File: src/rtl/phy_tx_pkg.sv
// Shared types, defaults and sizing helpers for the striped PHY transmitter.
package phy_tx_pkg;

  typedef enum logic {
    ST_SYNC = 1'b0,
    ST_RUN  = 1'b1
  } state_t;

  localparam logic [7:0] IDLE_SYM_DEFAULT = 8'hBC;

  // Ceiling log2; returns 0 for n <= 1.
  function automatic int unsigned clog2(input int unsigned n);
    int unsigned w;
    w = 0;
    while ((64'd1 << w) < 64'(n)) w++;
    return w;
  endfunction

  // Counter width that is never zero.
  function automatic int unsigned cnt_w(input int unsigned n);
    return (clog2(n) > 0) ? clog2(n) : 1;
  endfunction

  // Bytes carried by each lane per input word.
  function automatic int unsigned bpl(input int unsigned data_w, input int unsigned lanes);
    return data_w / (8 * lanes);
  endfunction

  // Cycles per word slot.
  function automatic int unsigned slot_len(input int unsigned data_w, input int unsigned lanes);
    return 8 * bpl(data_w, lanes);
  endfunction

endpackage

File: src/rtl/phy_tx_lane_ser.sv
// One lane serialiser: parallel-load / shift-left register, MSB on the wire.
module phy_tx_lane_ser
  import phy_tx_pkg::*;
#(
  parameter int unsigned W = 16
) (
  input  logic         clk_32f,
  input  logic         reset,
  input  logic         load,
  input  logic [W-1:0] load_data,
  output logic         ser_out
);

  logic [W-1:0] shreg_q;
  logic [W-1:0] shreg_d;

  // Load a fresh slot on the boundary, otherwise shift out the next bit.
  always_comb begin
    shreg_d = {shreg_q[W-2:0], 1'b0};
    if (load) shreg_d = load_data;
  end

  // Shift register state.
  always_ff @(posedge clk_32f or posedge reset) begin
    if (reset) shreg_q <= '0;
    else       shreg_q <= shreg_d;
  end

  assign ser_out = shreg_q[W-1];

endmodule

File: src/rtl/phy_tx_lanes.sv
// Striped multi-lane PHY transmitter: valid/ready word input, bytes spread
// across LANES serial lanes, idle fill and a post-reset sync phase.
module phy_tx_lanes
  import phy_tx_pkg::*;
#(
  parameter int unsigned DATA_W     = 32,
  parameter int unsigned LANES      = 2,
  parameter logic [7:0]  IDLE_SYM   = IDLE_SYM_DEFAULT,
  parameter int unsigned SYNC_WORDS = 4
) (
  input  logic              clk_32f,
  input  logic              reset,
  input  logic              in_valid,
  input  logic [DATA_W-1:0] in_data,
  output logic              in_ready,
  output logic [LANES-1:0]  lane_out,
  output logic              lane_data_valid,
  output logic              sym_start,
  output logic              sync_done
);

  localparam int unsigned BPL    = bpl(DATA_W, LANES);
  localparam int unsigned SLOT   = slot_len(DATA_W, LANES);
  localparam int unsigned SYM_W  = cnt_w(BPL);
  localparam int unsigned SYNC_W = cnt_w(SYNC_WORDS);
  localparam logic [SYM_W-1:0]  SYM_LAST  = SYM_W'(BPL - 1);
  localparam logic [SYNC_W-1:0] SYNC_LAST = SYNC_W'(SYNC_WORDS - 1);

  logic [2:0]        bit_cnt_q, bit_cnt_d;
  logic [SYM_W-1:0]  sym_cnt_q, sym_cnt_d;
  logic [SYNC_W-1:0] sync_cnt_q, sync_cnt_d;
  state_t            state_q, state_d;
  logic              hold_valid_q, hold_valid_d;
  logic [DATA_W-1:0] hold_data_q, hold_data_d;
  logic              ldv_q, ldv_d;
  logic              sym_start_q, sym_start_d;

  logic              boundary;
  logic              accept;
  logic              send;
  logic [LANES-1:0][SLOT-1:0] load_data;

  // Bit/symbol counters stand in for the old divided clocks; the slot
  // boundary is the last bit of the last symbol of a lane slot.
  always_comb begin
    boundary    = (bit_cnt_q == 3'd7) && (sym_cnt_q == SYM_LAST);
    bit_cnt_d   = bit_cnt_q + 3'd1;
    sym_cnt_d   = sym_cnt_q;
    if (bit_cnt_q == 3'd7) begin
      sym_cnt_d = (sym_cnt_q == SYM_LAST) ? '0 : sym_cnt_q + 1'b1;
    end
    sym_start_d = (bit_cnt_d == 3'd0);
  end

  // Sync FSM: count idle slots after reset, then run forever.
  always_comb begin
    state_d    = state_q;
    sync_cnt_d = sync_cnt_q;
    if (state_q == ST_SYNC && boundary) begin
      if (sync_cnt_q == SYNC_LAST) state_d    = ST_RUN;
      else                         sync_cnt_d = sync_cnt_q + 1'b1;
    end
  end

  assign in_ready  = (state_q == ST_RUN) && !hold_valid_q;
  assign sync_done = (state_q == ST_RUN);

  // One-deep holding register and data-valid flag for the next slot.
  always_comb begin
    accept       = in_valid && in_ready;
    send         = boundary && (state_q == ST_RUN) && hold_valid_q;
    hold_valid_d = hold_valid_q;
    hold_data_d  = hold_data_q;
    if (send) hold_valid_d = 1'b0;
    if (accept) begin
      hold_valid_d = 1'b1;
      hold_data_d  = in_data;
    end
    ldv_d = ldv_q;
    if (boundary) ldv_d = send;
  end

  // Byte i of the word becomes symbol i/LANES of lane i%LANES.
  always_comb begin
    load_data = '0;
    for (int unsigned k = 0; k < LANES; k++) begin
      for (int unsigned j = 0; j < BPL; j++) begin
        if (send) load_data[k][SLOT-1-8*j -: 8] = hold_data_q[DATA_W-1-8*(j*LANES+k) -: 8];
        else      load_data[k][SLOT-1-8*j -: 8] = IDLE_SYM;
      end
    end
  end

  // Control state registers.
  always_ff @(posedge clk_32f or posedge reset) begin
    if (reset) begin
      bit_cnt_q    <= 3'd7;
      sym_cnt_q    <= SYM_LAST;
      sync_cnt_q   <= '0;
      state_q      <= ST_SYNC;
      hold_valid_q <= 1'b0;
      hold_data_q  <= '0;
      ldv_q        <= 1'b0;
      sym_start_q  <= 1'b0;
    end else begin
      bit_cnt_q    <= bit_cnt_d;
      sym_cnt_q    <= sym_cnt_d;
      sync_cnt_q   <= sync_cnt_d;
      state_q      <= state_d;
      hold_valid_q <= hold_valid_d;
      hold_data_q  <= hold_data_d;
      ldv_q        <= ldv_d;
      sym_start_q  <= sym_start_d;
    end
  end

  assign lane_data_valid = ldv_q;
  assign sym_start       = sym_start_q;

  for (genvar k = 0; k < LANES; k++) begin : g_lane
    phy_tx_lane_ser #(.W(SLOT)) u_ser (
      .clk_32f   (clk_32f),
      .reset     (reset),
      .load      (boundary),
      .load_data (load_data[k]),
      .ser_out   (lane_out[k])
    );
  end

endmodule

File: config.mk
export PLATFORM = sky130hd
export DESIGN_NAME = phy_tx_lanes
export DESIGN_NICKNAME = d
export VERILOG_FILES = /design/src/rtl/phy_tx_pkg.sv /design/src/rtl/phy_tx_lane_ser.sv /design/src/rtl/phy_tx_lanes.sv
export SDC_FILE = /design/constraint.sdc
export NUM_CORES = 1
export LEC_CHECK = 0
export CAP_MARGIN = 15
export CORE_MARGIN = 4
export CORE_UTILIZATION = 35
export CTS_BUF_LIST = sky130_fd_sc_hd__clkbuf_2 sky130_fd_sc_hd__clkbuf_4 sky130_fd_sc_hd__clkbuf_8
export DETAILED_ROUTE_END_ITERATION = 8
export SLEW_MARGIN = 5
export SYNTH_ARGS = -nofsm -noshare
export SYNTH_HDL_FRONTEND = slang
export SYNTH_SLANG_ARGS = --single-unit
File: constraint.sdc
create_clock -name clk_32f -period 4.5 [get_ports clk_32f]
set_input_delay 1.125 -clock clk_32f [delete_from_list [all_inputs] [get_ports clk_32f]]
set_output_delay 1.125 -clock clk_32f [all_outputs]
set_load 0.01 [all_outputs]
==> run metrics <==
run status finished clean; number of buffers added by the clock tree synthesis step 9; hold endpoint bit_cnt_q[0]$_DFF_PP1_; antenna violations before repair 0; post-layout minimum cycle time 2.660 ns; maximum clock frequency 376.0 MHz; most frequently used flop master after synthesis dfrtp_1; worst reg2reg path endpoint g_lane[1].u_ser.shreg_q[13]$_DFF_PP0_; Switching Fraction 0.1967; Placed Cells incl. Taps 302; number of enable-type register cells in the synthesized netlist 0; power density cells ~350 nW/um2; count of mapped cells out of synthesis roughly 170; period utilization 0.5911; utilization after layout 0.4523; logic gate share of total power 0.037; Clock Power Share 0.428; root buffer cell clkbuf_8; Min-Delay Path Class reg2reg; number of buffers on the longest clock path 2; number of design-rule violations left by the first detailed-router iteration 26; Placer Congestion 0.6453; proportion of synthesized chip area in sequential cells 0.6463; cell row count 32; number of standard cells in the layout, taps in and fillers out about 320; share of Yosys cell area claimed by the top area cell type 0.6098; final clock skew 0.004773 ns; Die Wd 98.60 um; starting density of the core 0.3661; dominant cell by count in the synthesized netlist dfrtp_1; ant diodes 0; CTS tree yes; Arrival @ worst endpoint 1.53 ns; Max FO, Critical Path 8; GRT Overall Usage 0.1062; Fin. Hold Viols 0; worst setup slack after layout ~1.8 ns; max_slew headroom 0.3392; Die Ht 98.60 um; cell area after synthesis about 2900 um2; vias in the first global route ~1600; most instantiated cells after synthesis 70 x dfrtp_1, 30 x mux2_4, 20 x o22a_1, 10 x a22o_1; Unique masters post-synth 23; syn nets 210; worst r2r path cells 4; DR WL/cell 15.29 um; top cells by area, synth dfrtp_1 61%, mux2_4 16%, o22a_1 6.1%; clock net sink count 74; synthesized flop and latch total 74; maximum vdd drop approximately 0.17 mV; slack of the worst reg-to-reg path about 2.1 ns; DRC violation count after routing 0; Hold Startpoint bit_cnt_q[0]$_DFF_PP1_; internal power of the cells 998.2 uW; kind of end point of the critical path primary output; mean instance size in the synthesized netlist 16.80 um2; wire length of the first global-routing pass slightly below 8000 um; worst setup timing slack at the placement stage 1.682 ns; final WL 4879 um; largest net degree at the start of global routing 56; Setup Viol. Count Final 0; post-detailed-placement cell area 3321 um2; Port Buf Inserts 40; leading area contributor after synthesis dfrtp_1; worst hold path stage count 1; HPWL after detailed placement 2975 um; final total negative setup slack 0 ns; Async S/R FF share, synth 1.000; deepest level of the CTS H-tree 3; number of slew-limit violations in the final report 0; net switching power figure approximately 240 uW; Resized cells post-CTS 0; number of vias per cell after detailed routing between 4 and 5; buffers inserted by post-CTS timing repair 0; hold_buf cts 0; required time of the worst setup path 3.38 ns; area of the placeable core between 7000 and 8000 um2; Synth Warn # 0; setup repair after global routing missed its margin false; Lkg Pwr 1.711 nW; Reg-to-Reg Start bit_cnt_q[0]$_DFF_PP1_; DRT Pass-1 Iters 4; total power of the final layout between 1 and 1.5 mW; Antenna Nets Post-Route 0; critical path startpoint category flop; fraction of layout cells with a size suffix above 1 0.2673; critical path type reg2out; layout net count 251; P&R area growth vs syn 23.56%; layout filler cell count roughly 730; share of power burned in registers 0.535; Congestion Overflow GR 0; source-to-sink clock delay at the later pin of the worst-skew pair 0.34 ns; via count 1474; transition time at the pin with the least slew margin ~0.99 ns; Worst Hold Margin 0.4545 ns; max_cap viols 0; die area just under 10000 um2; Final Cell Area 3550 um2; ports placed on the boundary 41; Reg clk slew, reported paths 0.07 ns
[routing by layer]
metal / GRT usage / wire length, um
met5: 0 / 0
met4: 0.04727 / 70
met3: 0.03892 / 252
met2: 0.1529 / 2198
met1: 0.1437 / 2357
[layout by cell type, fill, tap and decap left out, types with 2 or more instances in the layout]
master           synthesis  layout
dfrtp_1                 70      70
clkdlybuf4s50_1          0      40
mux2_4                  30      30
o22a_1                  20      20
clkbuf_8                 0      11
a22o_1                  10      10
ha_1                     4       4
dfstp_2                  4       4
and2_1                   3       3
mux2_2                   3       3
clkbuf_4                 0       3
nor2b_1                  2       2
xor2_1                   2       2
a21o_1                   2       2
[sequential cells by signal, indices dropped and copies added (netlist names)]
name / cells
sym_cnt_q: 1
g_lane.u_ser.shreg_q: 32
sync_cnt_q: 2
hold_valid_q: 1
bit_cnt_q: 3
sym_start: 1
lane_data_valid: 1
sync_done: 1
hold_data_q: 32
[logic make-up (layout without fill, tap and decap cells)]
logic type	after synthesis	in the layout	synth area share
DFF	74	74	0.6463
xor gates and xnor gates	2	2	0.006099
adders and majority gates	4	4	0.01742
AOI/OAI and AO/OA	33	33	0.09843
buffers and inverters	14	60	0.03310
muxes	33	33	0.1686
and+or+nand+nor	11	11	0.03005
[how the worst max path moves through the flow]
stage	startpoint	end	slack (ns)	cells past startpoint
6_report	sync_done$_DFFE_PP0P_	in_ready	1.84	2
3_5_place_dp	in_valid	hold_data_q[13]$_DFFE_PP0P_	1.68	3
5_1_grt	sync_done$_DFFE_PP0P_	in_ready	1.76	2
3_3_place_gp	in_valid	hold_data_q[11]$_DFFE_PP0P_	1.70	3
4_1_cts	sync_done$_DFFE_PP0P_	in_ready	1.81	2
2_1_floorplan	reset	g_lane[0].u_ser.shreg_q[0]$_DFF_PP0_	1.50	1
[final cells by class]
class                   count  area [um2]  share of cell area
clock inverters             2       35.03            0.009870
inverters                   2       7.507            0.002115
well taps                 102       127.6             0.03595
flip-flops and latches     74        1857              0.5231
repair buffers             42       427.9              0.1205
clock buffers              14       173.9             0.04900
multi-input cells          83       920.9              0.2594
[critical path: stages, from the launching register on]
cell and delay [ns]:
dfrtp_1 0.50, nor2b_1 0.17, clkdlybuf4s50_1 0.54
[power by group through the flow]
stage	Sequential (mW)	Clock [mW]	Combinational, mW
6_report	0.665	0.532	0.0462
5_1_grt	0.664	0.572	0.0511
4_1_cts	0.665	0.549	0.0458
3_3_place_gp	0.678	0	0.0458
2_1_floorplan	0.678	0	0.0104
3_5_place_dp	0.678	0	0.0456
Note: power is estimated with default switching activity, not from simulation.
